[src/rtl/hazard_ctrl_if.sv]
// Hazard controller bundle: pipeline-side status in, stall/flush/MDU controls out.
// The pipeline drives through master; the controller uses slave.
interface hazard_ctrl_if #(parameter int CNT_W = 32);
   logic [4:0]       id_rs;
   logic [4:0]       id_rt;
   logic             id_use_rs;
   logic             id_use_rt;
   logic             id_use_hilo;
   logic             id_mdu_op;
   logic [4:0]       ex_dst;
   logic             ex_we;
   logic [4:0]       mem_dst;
   logic             mem_we;
   logic             mem_is_load;
   logic             ex_branch_taken;
   logic             dmem_wait;
   logic             pc_en;
   logic             ifid_en;
   logic             ifid_flush;
   logic             idex_flush;
   logic             pipe_freeze;
   logic             mdu_start;
   logic             mdu_busy;
   logic [CNT_W-1:0] stall_cycles;

   modport master (
      output id_rs, id_rt, id_use_rs, id_use_rt, id_use_hilo, id_mdu_op,
             ex_dst, ex_we, mem_dst, mem_we, mem_is_load, ex_branch_taken, dmem_wait,
      input  pc_en, ifid_en, ifid_flush, idex_flush, pipe_freeze, mdu_start,
             mdu_busy, stall_cycles
   );

   modport slave (
      input  id_rs, id_rt, id_use_rs, id_use_rt, id_use_hilo, id_mdu_op,
             ex_dst, ex_we, mem_dst, mem_we, mem_is_load, ex_branch_taken, dmem_wait,
      output pc_en, ifid_en, ifid_flush, idex_flush, pipe_freeze, mdu_start,
             mdu_busy, stall_cycles
   );
endinterface

[src/rtl/hazard_ctrl.sv]
// Pipeline hazard controller: IF/ID advance/stall/flush decisions, MDU busy
// tracking and a saturating stall-cycle counter.
//   state  | meaning
//   IDLE   | no mult/div in flight, HI/LO valid
//   BUSY   | mult/div running, cnt_q = remaining cycles - 1
module hazard_ctrl #(
   parameter int MDU_LAT = 4,
   parameter int CNT_W   = 32
) (
   input logic          clk,
   input logic          rst_n,
   hazard_ctrl_if.slave hif
);

   localparam int CW = (MDU_LAT > 1) ? $clog2(MDU_LAT) : 1;
   localparam logic [CW-1:0] CNT_LOAD = CW'(MDU_LAT - 1);

   typedef enum logic {S_IDLE, S_BUSY} mdu_state_e;

   mdu_state_e       state_q, state_d;
   logic [CW-1:0]    cnt_q, cnt_d;
   logic [CNT_W-1:0] stall_cycles_q, stall_cycles_d;

   logic raw_ex, raw_ld, mdu_haz, stall_id, mdu_busy;
   logic pc_en, ifid_en, ifid_flush, idex_flush, pipe_freeze, mdu_start;

   assign mdu_busy = (state_q == S_BUSY);

   // $0 never matches because the producer side requires dst != 0
   always_comb begin
      raw_ex   = hif.ex_we && (hif.ex_dst != 5'd0) &&
                 ((hif.id_use_rs && (hif.id_rs == hif.ex_dst)) ||
                  (hif.id_use_rt && (hif.id_rt == hif.ex_dst)));
      raw_ld   = hif.mem_we && hif.mem_is_load && (hif.mem_dst != 5'd0) &&
                 ((hif.id_use_rs && (hif.id_rs == hif.mem_dst)) ||
                  (hif.id_use_rt && (hif.id_rt == hif.mem_dst)));
      mdu_haz  = mdu_busy && (hif.id_use_hilo || hif.id_mdu_op);
      stall_id = raw_ex || raw_ld || mdu_haz;
   end

   always_comb begin
      pc_en       = 1'b1;
      ifid_en     = 1'b1;
      ifid_flush  = 1'b0;
      idex_flush  = 1'b0;
      pipe_freeze = 1'b0;
      mdu_start   = 1'b0;
      if (hif.dmem_wait) begin
         pipe_freeze = 1'b1;
         pc_en       = 1'b0;
         ifid_en     = 1'b0;
      end else if (hif.ex_branch_taken) begin
         ifid_flush = 1'b1;
         idex_flush = 1'b1;
      end else if (stall_id) begin
         pc_en      = 1'b0;
         ifid_en    = 1'b0;
         idex_flush = 1'b1;
      end else begin
         mdu_start = hif.id_mdu_op;
      end
   end

   // A memory freeze holds the MDU countdown along with the rest of the pipe
   always_comb begin
      state_d = state_q;
      cnt_d   = cnt_q;
      case (state_q)
         S_IDLE: begin
            if (mdu_start) begin
               state_d = S_BUSY;
               cnt_d   = CNT_LOAD;
            end
         end
         S_BUSY: begin
            if (!hif.dmem_wait) begin
               if (cnt_q == '0) state_d = S_IDLE;
               else             cnt_d   = cnt_q - CW'(1);
            end
         end
         default: state_d = S_IDLE;
      endcase
   end

   always_comb begin
      stall_cycles_d = stall_cycles_q;
      if (stall_id && !hif.dmem_wait && !hif.ex_branch_taken &&
          (stall_cycles_q != '1))
         stall_cycles_d = stall_cycles_q + CNT_W'(1);
   end

   always_ff @(posedge clk or negedge rst_n) begin
      if (!rst_n) begin
         state_q        <= S_IDLE;
         cnt_q          <= '0;
         stall_cycles_q <= '0;
      end else begin
         state_q        <= state_d;
         cnt_q          <= cnt_d;
         stall_cycles_q <= stall_cycles_d;
      end
   end

   assign hif.pc_en        = pc_en;
   assign hif.ifid_en      = ifid_en;
   assign hif.ifid_flush   = ifid_flush;
   assign hif.idex_flush   = idex_flush;
   assign hif.pipe_freeze  = pipe_freeze;
   assign hif.mdu_start    = mdu_start;
   assign hif.mdu_busy     = mdu_busy;
   assign hif.stall_cycles = stall_cycles_q;

endmodule
[src/flat_wrapper.sv]
// flat-port wrapper written by rule: the top's interface ports become plain ports
module hazard_ctrl_flat 
#(
   parameter int MDU_LAT = 4,
   parameter int CNT_W   = 32
)
  (clk, rst_n, hif_id_rs, hif_id_rt, hif_id_use_rs, hif_id_use_rt, hif_id_use_hilo, hif_id_mdu_op, hif_ex_dst, hif_ex_we, hif_mem_dst, hif_mem_we, hif_mem_is_load, hif_ex_branch_taken, hif_dmem_wait, hif_pc_en, hif_ifid_en, hif_ifid_flush, hif_idex_flush, hif_pipe_freeze, hif_mdu_start, hif_mdu_busy, hif_stall_cycles);
  hazard_ctrl_if #(.CNT_W(CNT_W)) hif_i ();
  input logic clk;
  input logic rst_n;
  input wire logic [$bits(hif_i.id_rs)-1:0] hif_id_rs;
  input wire logic [$bits(hif_i.id_rt)-1:0] hif_id_rt;
  input wire logic [$bits(hif_i.id_use_rs)-1:0] hif_id_use_rs;
  input wire logic [$bits(hif_i.id_use_rt)-1:0] hif_id_use_rt;
  input wire logic [$bits(hif_i.id_use_hilo)-1:0] hif_id_use_hilo;
  input wire logic [$bits(hif_i.id_mdu_op)-1:0] hif_id_mdu_op;
  input wire logic [$bits(hif_i.ex_dst)-1:0] hif_ex_dst;
  input wire logic [$bits(hif_i.ex_we)-1:0] hif_ex_we;
  input wire logic [$bits(hif_i.mem_dst)-1:0] hif_mem_dst;
  input wire logic [$bits(hif_i.mem_we)-1:0] hif_mem_we;
  input wire logic [$bits(hif_i.mem_is_load)-1:0] hif_mem_is_load;
  input wire logic [$bits(hif_i.ex_branch_taken)-1:0] hif_ex_branch_taken;
  input wire logic [$bits(hif_i.dmem_wait)-1:0] hif_dmem_wait;
  output wire logic [$bits(hif_i.pc_en)-1:0] hif_pc_en;
  output wire logic [$bits(hif_i.ifid_en)-1:0] hif_ifid_en;
  output wire logic [$bits(hif_i.ifid_flush)-1:0] hif_ifid_flush;
  output wire logic [$bits(hif_i.idex_flush)-1:0] hif_idex_flush;
  output wire logic [$bits(hif_i.pipe_freeze)-1:0] hif_pipe_freeze;
  output wire logic [$bits(hif_i.mdu_start)-1:0] hif_mdu_start;
  output wire logic [$bits(hif_i.mdu_busy)-1:0] hif_mdu_busy;
  output wire logic [$bits(hif_i.stall_cycles)-1:0] hif_stall_cycles;
  assign hif_i.id_rs = hif_id_rs;
  assign hif_i.id_rt = hif_id_rt;
  assign hif_i.id_use_rs = hif_id_use_rs;
  assign hif_i.id_use_rt = hif_id_use_rt;
  assign hif_i.id_use_hilo = hif_id_use_hilo;
  assign hif_i.id_mdu_op = hif_id_mdu_op;
  assign hif_i.ex_dst = hif_ex_dst;
  assign hif_i.ex_we = hif_ex_we;
  assign hif_i.mem_dst = hif_mem_dst;
  assign hif_i.mem_we = hif_mem_we;
  assign hif_i.mem_is_load = hif_mem_is_load;
  assign hif_i.ex_branch_taken = hif_ex_branch_taken;
  assign hif_i.dmem_wait = hif_dmem_wait;
  assign hif_pc_en = hif_i.pc_en;
  assign hif_ifid_en = hif_i.ifid_en;
  assign hif_ifid_flush = hif_i.ifid_flush;
  assign hif_idex_flush = hif_i.idex_flush;
  assign hif_pipe_freeze = hif_i.pipe_freeze;
  assign hif_mdu_start = hif_i.mdu_start;
  assign hif_mdu_busy = hif_i.mdu_busy;
  assign hif_stall_cycles = hif_i.stall_cycles;
  hazard_ctrl #(.MDU_LAT(MDU_LAT), .CNT_W(CNT_W)) u_core (.clk(clk), .rst_n(rst_n), .hif(hif_i));
endmodule
[config.mk]
export PLATFORM = sky130hd
export DESIGN_NAME = hazard_ctrl_flat
export DESIGN_NICKNAME = d
export VERILOG_FILES = /design/src/rtl/hazard_ctrl_if.sv /design/src/rtl/hazard_ctrl.sv /design/src/flat_wrapper.sv
export SDC_FILE = /design/constraint.sdc
export NUM_CORES = 1
export LEC_CHECK = 0
export ABC_AREA = 1
export BUFFER_PORTS_ARGS = -buffer_cell sky130_fd_sc_hd__buf_2
export CAP_MARGIN = 40
export CORE_ASPECT_RATIO = 1.1
export CORE_MARGIN = 2
export CORE_UTILIZATION = 28
export CTS_BUF_LIST = sky130_fd_sc_hd__clkbuf_8
export DETAILED_ROUTE_END_ITERATION = 12
export PLACE_DENSITY = 0.45
export SLEW_MARGIN = 20
export SYNTH_ARGS = -nofsm -noshare
export SYNTH_HDL_FRONTEND = slang
export SYNTH_SLANG_ARGS = --single-unit
[constraint.sdc]
create_clock -name clk -period 2.3 [get_ports clk]
set_clock_uncertainty 0.1 [all_clocks]
set_input_delay 0.345 -clock clk [delete_from_list [all_inputs] [get_ports clk]]
set_output_delay 0.345 -clock clk [all_outputs]
set_load 0.02 [all_outputs]
# Word level (Yosys, flattened, before mapping)

Cells that the tools add are included.

ROM bits: 0
Output and inout bits: 39
Latch bits: 0
Memory bits (writable): 0
Bits of input ports: 31
Bits in registers: 35
Memories: 0
Word-level logic and storage cells: 58

Mux-type cells: 20
Bitwise logic cells: 1
Eq/ne operators: 8
$mul: 0
$add $sub $neg: 2
Shifts and indexed selects: 0
Order comparisons: 0
Reduce and logical (&&, ||, !) cells: 24
Div/mod/pow operators: 0

Operators by type and width:

| kind                                              | number |
|---|---|
| adder 32 x 1 -> 32 bit (second input constant)    | 1 |
| inequality test 32 bit (second input constant)    | 1 |
| == test 5 bit                                     | 4 |
| 2-to-1 mux 1 bit                                  | 15 |
| logical AND 1 bit                                 | 13 |
| nonzero test 5 bit                                | 2 |
| 2-to-1 mux 2 bit                                  | 3 |
| inequality test 2 bit (second input constant)     | 3 |
| logical OR 1 bit                                  | 5 |
| case mux 2 bit (2 select lines)                   | 1 |
| AND reduction 3 bit                               | 1 |
| logical NOT 1 bit                                 | 2 |
| logical NOT 2 bit                                 | 1 |
| case mux 1 bit (2 select lines)                   | 1 |
| subtractor 2 x 1 -> 2 bit (second input constant) | 1 |
| NOT 1 bit                                         | 1 |

# Logic depth before layout (Yosys ltp)

Gate-level depths: netlist of run 1.

Depth after elaboration: 11
Mapped depth: 14
Mapped depth without buffers: 13

# Least setup slack after synthesis of run 1

OpenSTA, ideal clock, no wires.

Path kind: input-to-output
Start point: in hif_ex_dst[2]
End point: out hif_pc_en
Data arrival time: 1.620 ns
Stages on the path: 8
Slack: 0.235 ns
Cell sequence: inv_1 > nand4_1 > o21ai_0 > inv_1 > a21oi_1 > nand2_1 > a21oi_1 > buf_4

Word-level cells in the longest chain between the ends: 9
Elaborated cells on any way between the ends: 13
Those cells by class: eq/ne: 2; mux: 3; reduce/logical: 8

RTL lines:

| element                                     | line                                 | source |
|---|---|---|
| from (decl)                                 | flat_wrapper.sv:17                   | `input wire logic [$bits(hif_i.ex_dst)-1:0] hif_ex_dst;` |
| == test 5 bit, on equally long branches     | hazard_ctrl.sv:32, hazard_ctrl.sv:33 |  |
| logical AND 1 bit, on equally long branches | hazard_ctrl.sv:32, hazard_ctrl.sv:33 |  |
| logical OR 1 bit                            | hazard_ctrl.sv:32                    | `((hif.id_use_rs && (hif.id_rs == hif.ex_dst)) \|\|` |
| logical AND 1 bit (*)                       | hazard_ctrl.sv:31                    | `raw_ex = hif.ex_we && (hif.ex_dst != 5'd0) &&` |
| logical OR 1 bit (*) (2 in series)          | hazard_ctrl.sv:38                    | `stall_id = raw_ex \|\| raw_ld \|\| mdu_haz;` |
| 2-to-1 mux 1 bit (*) (3 in series)          | n/a                                  |  |
| to (decl)                                   | flat_wrapper.sv:24                   | `output wire logic [$bits(hif_i.pc_en)-1:0] hif_pc_en;` |

Mark *: on every way between the ends. The rest lies on a longest branch, timed or not.

# Worst setup path in the final report of run 1

Start point: in hif_ex_dst[0]
End point: out hif_ifid_en

Word-level cells in the longest chain between the ends: 9
Elaborated cells on any way between the ends: 13
Those cells by class: eq/ne: 2; mux: 3; reduce/logical: 8

RTL lines:

| element                                     | line                                 | source |
|---|---|---|
| == test 5 bit, on equally long branches     | hazard_ctrl.sv:32, hazard_ctrl.sv:33 |  |
| logical AND 1 bit, on equally long branches | hazard_ctrl.sv:32, hazard_ctrl.sv:33 |  |
| logical OR 1 bit                            | hazard_ctrl.sv:32                    |  |
| logical AND 1 bit (*)                       | hazard_ctrl.sv:31                    |  |
| logical OR 1 bit (*) (2 in series)          | hazard_ctrl.sv:38                    |  |
| 2-to-1 mux 1 bit (*)                        | hazard_ctrl.sv:55                    | `end else if (stall_id) begin` |
| 2-to-1 mux 1 bit (*)                        | hazard_ctrl.sv:52                    | `end else if (hif.ex_branch_taken) begin` |
| 2-to-1 mux 1 bit (*)                        | hazard_ctrl.sv:48                    | `if (hif.dmem_wait) begin` |
| to (decl)                                   | flat_wrapper.sv:25                   | `output wire logic [$bits(hif_i.ifid_en)-1:0] hif_ifid_en;` |

Marked as above.

==> results_dict.tcl, run 1 <==
set metrics [dict create \
    status "finished, final reports clean" \
    track_usage_pct 15.8 \
    p_switching_uw 665 \
    setup_ws_ns 0.182 \
    whs_ns 0.345 \
    grt_pass1_wl_um 13200 \
    hold_path_class "input pin to flip-flop" \
    ys_ff_latch 35 \
    cts_tree "built" \
    insertion_delay_ns 0.30 \
    grt_setup_unrepaired "true" \
    initial_core_util_pct 28.6 \
    synthTopCellsByArea "dfrtp_1, nand2_1, xor2_1" \
    seq_area_frac_synth_pct 32.9 \
    maxCapViolCount 0 \
    wl_per_cell_um 12.3 \
    postCtsSetupBuffers 0 \
    clock_sinks 35 \
    static-leakage-power_uw 0.00210 \
    antenna_found_initial 0 \
    core_area_um2 9310 \
    synth_most_common_cell "nand2_1" \
    setup_tns_ns 0 \
    routed_wl_um 7900 \
    viasPerCell 4.47 \
    grt_pass1_vias 2757 \
    synthTopCellsByCount "nand2_1, inv_1, nor2_1" \
    nets 558 \
    ios 70 \
    dpl.cell_count 633 \
    netlist_instances 416 \
    critPathLaunchType "input pin" \
    drt_pass1_iterations 4 \
    grt_max_degree 36 \
    drv_slew 0 \
    cts-root-buf "clkbuf_8" \
    p_int_uw 1360 \
    routabilityCongestion 0.847 \
    synth_flop_cell "dfrtp_1" \
    drive_gt1_share_pct 24.1 \
    numCtsBuffers 5 \
    dp.final_hpwl_um 6450 \
    vdd_drop_max_mv 0.415 \
    hp-start "hif_dmem_wait" \
    synth_area_um2 2660 \
    htreeDepth 2 \
    slew_headroom_pct 54.7 \
    yosysWarningCount 0 \
    critPathKind "input pin to output pin" \
    worstPathMaxFanout 3 \
    p_clk_share_pct 33.8 \
    yosys.area.top_type "dfrtp_1" \
    worst_slew_pin_slew_ns 0.678 \
    arrival_ns 1.67 \
    async_reset_ff_share_pct 100 \
    switching_share_pct 32.8 \
    grt_overflow 0 \
    drc 0 \
    fin_cells 643 \
    cp-end-kind "output pin" \
    finalCritPeriodShare_pct 92.1 \
    syn_avg_cell_area_um2 6.39 \
    worstSetupStartpoint "hif_ex_dst[0]" \
    fillers 1066 \
    crit_required_ns 1.86 \
    diodes 0 \
    synth_enable_flop_cells 0 \
    seqPwrFrac_pct 35.4 \
    netlist.area_leader.share_pct 32.9 \
    hold_viol 0 \
    fp-row-count 37 \
    syn_to_final_growth_pct 35.1 \
    place_ws_ns 0.0730 \
    dieArea_um2 10300 \
    setup_viol 0 \
    min_period_ns 2.12 \
    clock_path_buffers 2 \
    drtIter0Drc 113 \
    synthDistinctLibCells 24 \
    die_h_um 106 \
    synth_nets 449 \
    die_w_um 96.9 \
    vias 2872 \
    pwr-share-comb_pct 30.9 \
    io_buffers 69 \
    path_clk_slew_ns 0.08 \
    power_density_nw_per_um2 564 \
    max_freq_ghz 0.472 \
    r2r-start "u_core.hif.stall_cycles[0]$_DFFE_PN0P_" \
    postRouteAntennaNets 0 \
]
==> per-stage QoR <==
stage	util, %	power (µW)	area, µm²
floorplan	-	1080	2660
global placement	36.7	1340	3410
detailed placement	36.7	1350	3420
CTS	38.2	2050	3550
global route	38.6	2170	3590
finish	38.6	2030	3590
==> cell families (layout without fill, tap and decap cells) <==
family	count (synthesis)	in the layout	synth area share, %
simple gates	274	274	43.2
buf+inv	60	170	9.78
flops	35	35	32.9
xor+xnor	32	32	10.5
compound gates	13	13	2.59
fa+ha+maj	2	2	0.941
==> final timing paths <==
kind | slack, ns | depth (start not counted) | end
min in group asynchronous | 0.43 | 2 | u_core.hif.stall_cycles[20]$_DFFE_PN0P_
hold reg to reg | 0.39 | 2 | u_core.cnt_q[1]$_DFFE_PN0P_
setup / recovery | 0.18 | 11 | hif_ifid_en
max in group asynchronous | 1.23 | 3 | u_core.hif.stall_cycles[30]$_DFFE_PN0P_
hold / removal | 0.35 | 3 | u_core.hif.mdu_busy$_DFF_PN0_
setup reg to reg | 0.24 | 10 | u_core.hif.stall_cycles[26]$_DFFE_PN0P_
==> registers in the layout (all words and copies together) (netlist names) <==
| register | flops |
|---|---|
| u_core.cnt_q | 2 |
| u_core.hif.mdu_busy | 1 |
| u_core.hif.stall_cycles | 32 |
==> power by group through the flow <==
| stage | Sequential (µW) | Clock, µW | Combinational [µW] |
|---|---|---|---|
| after global placement | 728 | 0 | 615 |
| after CTS | 717 | 705 | 625 |
| after detailed placement | 727 | 0 | 625 |
| after floorplan | 794 | 0 | 291 |
| final | 716 | 684 | 625 |
| after global routing | 727 | 735 | 705 |
==> what timing repair did <==
action / CTS / global route
endpoints found under the hold margin: 0 / 17
hold buffers: 0 / 1
setup endpoints to repair: 0 / 6
gates resized for setup: 0 / 1
==> critical path: stages <==
cell	delay, ns
buf_2	0.11
inv_1	0.09
buf_4	0.11
nand4_1	0.08
o21ai_0	0.15
inv_1	0.06
a21oi_2	0.15
nand2_1	0.08
buf_4	0.14
a21oi_1	0.16
buf_2	0.19
==> layout make-up <==
class,instances,area [µm²],share of cell area (%)
flip-flops and latches,35,876,24.4
clock buffers,5,68.8,1.92
repair buffers,111,708,19.7
clock inverters,3,67.6,1.88
inverters,51,191,5.33
multi-input cells,321,1540,42.7
well taps,117,146,4.07
==> placed cells by master (no fill, tap or decap) <==
| cell type | count |
|---|---|
| nand2_1 | 182 |
| buf_2 | 69 |
| inv_1 | 51 |
| buf_4 | 38 |
| nor2_1 | 36 |
| dfrtp_1 | 35 |
| xor2_1 | 27 |
| nor3_1 | 17 |
| nand3_1 | 12 |
| nand4_1 | 12 |
| o21ai_0 | 8 |
| nor4_1 | 5 |
| xnor2_1 | 5 |
| clkbuf_8 | 5 |
| a21oi_1 | 2 |
| nor2_2 | 2 |
| nand2_2 | 2 |
| nand3b_1 | 2 |
| ha_1 | 2 |
| bufinv_16 | 2 |
| buf_12 | 2 |
| a21oi_2 | 1 |
| o211ai_1 | 1 |
| a31oi_1 | 1 |
| nor3_4 | 1 |
| nand3_2 | 1 |
| nor3_2 | 1 |
| nor2_4 | 1 |
| clkinvlp_4 | 1 |
| dlygate4sd3_1 | 1 |
| buf_16 | 1 |
==> layer usage <==
metal / global-route usage (%) / up-vias / part of all wire, %
met5: 0 / - / 0
met4: 4.33 / 0 / 1.4
met3: 2.50 / 7 / 3.7
met2: 27.3 / 65 / 49
met1: 20.5 / 1298 / 46
li1: - / 1502 / -
Power figures use the tool's default switching activity.
==> run 2: changes to the inputs <==
- RECOVER_POWER: default -> 25
==> run 2 against run 1 <==
Effect of this change: critical path depth unchanged; core utilization decreased by 0.27 points; first-iteration DRC count decreased by 0.88%; clock power about the same; sequential share of layout area increased by 0.17 points; largest power group unchanged.
==> results_dict.tcl, run 2 (synthesis gave the netlist of run 1 again) <==
set metrics [dict create \
    status "finished, final reports clean" \
    cp-end-kind "output pin" \
    post-route-util_pct 38.3 \
    critPathKind "input pin to output pin" \
    clock_path_buffers 2 \
    crit_family "buffers and inverters" \
    switching_share_pct 32.9 \
    wl_per_cell_um 12.3 \
    vdd_drop_max_mv 0.415 \
    p_clk_share_pct 33.9 \
    min_period_ns 2.12 \
    power_density_nw_per_um2 566 \
    routed_wl_um 7880 \
    crit_slowest_cell "buf_2" \
    initial_core_util_pct 28.6 \
    drtIter0Drc 112 \
    max_freq_ghz 0.472 \
    postCtsSetupBuffers 0 \
    io_buffers 69 \
    mostFrequentLayoutCells "nand2_1, buf_2, inv_1" \
    die_h_um 106 \
    dieArea_um2 10300 \
    ios 70 \
    fp-row-count 37 \
    vias 2872 \
    p_int_uw 1360 \
    ff2ff_setup_slack_ns 0.24 \
    slew_headroom_pct 34.0 \
    hold_viol 0 \
    arrival_ns 1.67 \
    dp.final_hpwl_um 6450 \
    drc 0 \
    seqPwrFrac_pct 35.5 \
    core_area_um2 9310 \
    htreeDepth 2 \
    cts_tree "built" \
    drt_pass1_iterations 4 \
    largest_reg_flops 32 \
    crit_required_ns 1.86 \
    grt_max_degree 36 \
    die_w_um 96.9 \
    routabilityCongestion 0.847 \
    grt_pass1_vias 2757 \
    insertion_delay_ns 0.30 \
    pwr-share-comb_pct 30.7 \
    diodes 0 \
    p_switching_uw 665 \
    maxCapViolCount 0 \
    drive_gt1_share_pct 23.8 \
    static-leakage-power_uw 0.00208 \
    finalCritPeriodShare_pct 92.1 \
    crit_chain "buf_2, inv_1, buf_4, nand4_1, o21ai_0, inv_1, a21oi_2, nand2_1, buf_4, a21oi_1, buf_2" \
    hold_path_class "input pin to flip-flop" \
    viasPerCell 4.47 \
    cts-root-buf "clkbuf_8" \
    antenna_found_initial 0 \
    grt_overflow 0 \
    design_area_um2 3570 \
    layout_commonest_cell "nand2_1" \
    crit_path_max_incr_delay_ns 0.19 \
    worstPathMaxFanout 3 \
    crit_buf_inv 6 \
    syn_to_final_growth_pct 34.1 \
    drv_slew 0 \
    place_area_um2 3420 \
    critPathLaunchType "input pin" \
    numCtsBuffers 5 \
    grt_setup_unrepaired "true" \
    postRouteAntennaNets 0 \
    clock_sinks 35 \
    worst_slew_pin_slew_ns 0.990 \
    setup_viol 0 \
    grt_pass1_wl_um 13200 \
    track_usage_pct 15.8 \
    nets 558 \
    path_clk_slew_ns 0.08 \
]
-- run 2: cell count changes in the layout (fill, tap and decap cells not counted), sizes merged --
cell	previous run	this run
buf	110	107
clkbuf	5	8
-- run 2: worst min-delay path, stage by stage --
cell     delay (ns)
buf_2          0.15
nand2_1        0.12
nand3_1        0.10
-- run 2: what timing repair did --
item                                    CTS  global route
endpoints found under the setup margin    0             6
hold endpoints to repair                  0            17
hold buffers                              0             1
resized for setup                         0             1
-- run 2: metal layers --
layer / vias to the layer above / GRT usage (%) / wire, µm / part of all wire (%)
met5: - / 0 / 0 / 0
met4: 0 / 4.33 / 112 / 1.4
met3: 7 / 2.50 / 285 / 3.6
met2: 63 / 27.3 / 3900 / 49
met1: 1299 / 20.5 / 3590 / 45
li1: 1503 / - / - / -
-- run 2: per-stage QoR --
step | cells | TNS (ns) | hold slack (ns) | setup slack [ns] | total power, µW
global placement | 633 | -6.89 | 0.372 | -0.262 | 1340
global route | 643 | -0.00891 | 0.380 | -0.00480 | 2160
detailed placement | 633 | 0 | 0.367 | 0.0730 | 1350
finish | 643 | 0 | 0.347 | 0.182 | 2020
floorplan | 416 | 0 | -0.0506 | 0.235 | 1080
CTS | 641 | 0 | 0.0651 | 0.112 | 2050
-- run 2: final cells by class --
| type | instances | area, µm² |
|---|---|---|
| fillers | 1067 | 5740 |
| clock buffers | 5 | 68.8 |
| repair buffers | 111 | 683 |
| well taps | 117 | 146 |
| inverters | 51 | 191 |
| multi-input cells | 321 | 1540 |
| flip-flops and latches | 35 | 876 |
| clock inverters | 3 | 67.6 |
-- run 2: power groups by stage --
stage                     clock (µW)  sequential [µW]  combinational (µW)
after floorplan                    0              794                 291
after global placement             0              728                 615
after detailed placement           0              727                 625
after CTS                        705              717                 625
after global routing             735              727                 700
final                            684              716                 619
-- run 2: worst paths after layout --
kind | startpoint | endpoint | cells past startpoint
worst max-delay path | hif_ex_dst[0] | hif_ifid_en | 11
worst min-delay path | hif_dmem_wait | u_core.hif.mdu_busy$_DFF_PN0_ | 3
worst max register to register | u_core.hif.stall_cycles[1]$_DFFE_PN0P_ | u_core.hif.stall_cycles[7]$_DFFE_PN0P_ | 12
worst min register to register | u_core.cnt_q[1]$_DFFE_PN0P_ | u_core.cnt_q[1]$_DFFE_PN0P_ | 2
max in group asynchronous | rst_n | u_core.hif.stall_cycles[30]$_DFFE_PN0P_ | 3
min in group asynchronous | rst_n | u_core.hif.stall_cycles[20]$_DFFE_PN0P_ | 2
==> run 3: changes to the inputs <==
- BUFFER_PORTS_ARGS: -buffer_cell sky130_fd_sc_hd__buf_2 -> default
- DONT_BUFFER_PORTS: default -> 1
- PLACE_DENSITY: 0.45 -> 0.38
==> run 3 against run 2 <==
Effect of this change: first-iteration DRC count down 15%; count of clock-buffer cells in the layout up 1; largest power group unchanged; critical endpoint is now u_core.hif.stall_cycles[27]$_DFFE_PN0P_; power down 15%.
==> results_dict.tcl, run 3 (synthesis gave the netlist of run 1 again) <==
set metrics [dict create \
    path_clk_slew_ns 0.08 \
    wl_per_cell_um 13.8 \
    dp.final_hpwl_um 6410 \
    core_area_um2 9310 \
    fin_cells 571 \
    arrival_ns 2.18 \
    diodes 0 \
    vdd_drop_max_mv 0.457 \
    met1Wirelength_um 3340 \
    vias 2605 \
    finalCritPeriodShare_pct 89.3 \
    maxCapViolCount 0 \
    whs_ns 0.159 \
    setup_tns_ns 0 \
    numCtsBuffers 5 \
    worst_slew_pin_slew_ns 0.915 \
    fp-row-count 37 \
    max_freq_ghz 0.487 \
    clock_sinks 35 \
    p_switching_uw 611 \
    drc 0 \
    wl_met2_um 3980 \
    nets 487 \
    layout_commonest_cell "nand2_1" \
    p_clk_share_pct 27.5 \
    switching_share_pct 35.7 \
    min_period_ns 2.05 \
    slew_headroom_pct 39.0 \
    drtIter0Drc 95 \
    syn_to_final_growth_pct 18.5 \
    dpl.cell_count 562 \
    top_layer_used "met4" \
    track_usage_pct 15.7 \
    initial_core_util_pct 28.6 \
    grt_overflow 0 \
    multi_input_area_um2 1530 \
    wl_met3_um 376 \
    dieArea_um2 10300 \
    die_w_um 96.9 \
    hold_viol 0 \
    clock_path_buffers 2 \
    routed_wl_um 7870 \
    grt_setup_unrepaired "false" \
    antenna_found_initial 0 \
    viasPerCell 4.56 \
    die_h_um 106 \
    io_buffers 0 \
    mostFrequentLayoutCells "nand2_1, inv_1, nor2_1, buf_4, dfrtp_1" \
    grt_pass1_wl_um 13000 \
    power_density_nw_per_um2 542 \
    insertion_delay_ns 0.29 \
    largest_reg_flops 32 \
    static-leakage-power_uw 0.00174 \
    ios 70 \
    post-route-util_pct 33.9 \
    regArea_um2 876 \
    routabilityCongestion 0.899 \
    status "finished, final reports clean" \
    fillers 1077 \
    postRouteAntennaNets 0 \
    grt_max_degree 36 \
    pwr-share-comb_pct 30.4 \
    seqPwrFrac_pct 42.0 \
    setup_viol 0 \
    drive_gt1_share_pct 11.9 \
    htreeDepth 2 \
    drt_pass1_iterations 4 \
    postCtsSetupBuffers 0 \
    worstPathMaxFanout 31 \
    cts-root-buf "clkbuf_8" \
    critPathLaunchType "flip-flop" \
    p_int_uw 1100 \
    grt_pass1_vias 2598 \
    cp-end-kind "flip-flop" \
    cts_tree "built" \
    drv_slew 0 \
    critPathKind "flip-flop to flip-flop" \
    hold_path_class "input pin to flip-flop" \
    crit_required_ns 2.43 \
]
run 3: changes by cell type in the layout (fill, tap and decap cells not counted), sizes merged:
cell | before | now
buf | 107 | 38
bufinv | 2 | 0
clkbuf | 8 | 7
clkinv | 0 | 1
clkinvlp | 1 | 0
run 3: layer usage:
metal / global-route usage, % / vias to the layer above
met4: 4.83 / 0
met3: 3.09 / 11
met5: 0 / -
met1: 18.9 / 1164
met2: 28.2 / 62
li1: - / 1368
run 3: area by class of cell:
class,count,share of cell area [%]
Clock buffer,6,2.62
Clock inverter,1,0.159
Sequential cell,35,27.8
Multi-Input combinational cell,321,48.4
Inverter,51,6.07
Tap cell,117,4.64
Timing Repair Buffer,40,10.3
run 3: power groups by stage:
stage	registers, µW	clock network (µW)	logic [µW]
final	719	471	520
after global routing	729	521	604
after CTS	720	490	536
after detailed placement	732	0	516
after global placement	733	0	515
after floorplan	794	0	291
run 3: stage by stage:
| step | area, µm² | total power (µW) | setup slack [ns] |
|---|---|---|---|
| 5_1_grt | 3150 | 1850 | 0.00153 |
| 3_5_place_dp | 3050 | 1250 | 0.227 |
| 2_1_floorplan | 2660 | 1080 | 0.235 |
| 3_3_place_gp | 3050 | 1250 | 0.203 |
| 6_report | 3150 | 1710 | 0.245 |
| 4_1_cts | 3170 | 1750 | 0.192 |
run 3: final timing paths:
path                                                          from                                 endpoint  depth (start not counted)  slack [ns]
max reg2reg                u_core.hif.stall_cycles[16]$_DFFE_PN0P_  u_core.hif.stall_cycles[27]$_DFFE_PN0P_                         12        0.25
min reg2reg                            u_core.cnt_q[1]$_DFFE_PN0P_              u_core.cnt_q[1]$_DFFE_PN0P_                          2        0.39
min                                                  hif_dmem_wait            u_core.hif.mdu_busy$_DFF_PN0_                          2        0.16
min in group asynchronous                                    rst_n  u_core.hif.stall_cycles[20]$_DFFE_PN0P_                          2        0.63
max in group asynchronous                                    rst_n  u_core.hif.stall_cycles[29]$_DFFE_PN0P_                          2        0.90
max                        u_core.hif.stall_cycles[16]$_DFFE_PN0P_  u_core.hif.stall_cycles[27]$_DFFE_PN0P_                         12        0.25
run 3: timing repair:
| item | 4_1_cts | 5_1_grt |
|---|---|---|
| endpoints found under the hold margin | 35 | 0 |
| resized for setup | 0 | 0 |
| setup endpoints to repair | 0 | 0 |
| hold buffers | 2 | 0 |
run 3: worst max-delay path: stages (launching register included):
cell and delay [ns]:
dfrtp_1 0.35, inv_1 0.07, nor3_1 0.20, buf_4 0.16, nand3_1 0.07, nor3_1 0.22, nand4_1 0.19, nor2_2 0.16
inv_1 0.07, nand2_2 0.08, buf_12 0.18, nand2_1 0.07, nand2_1 0.05
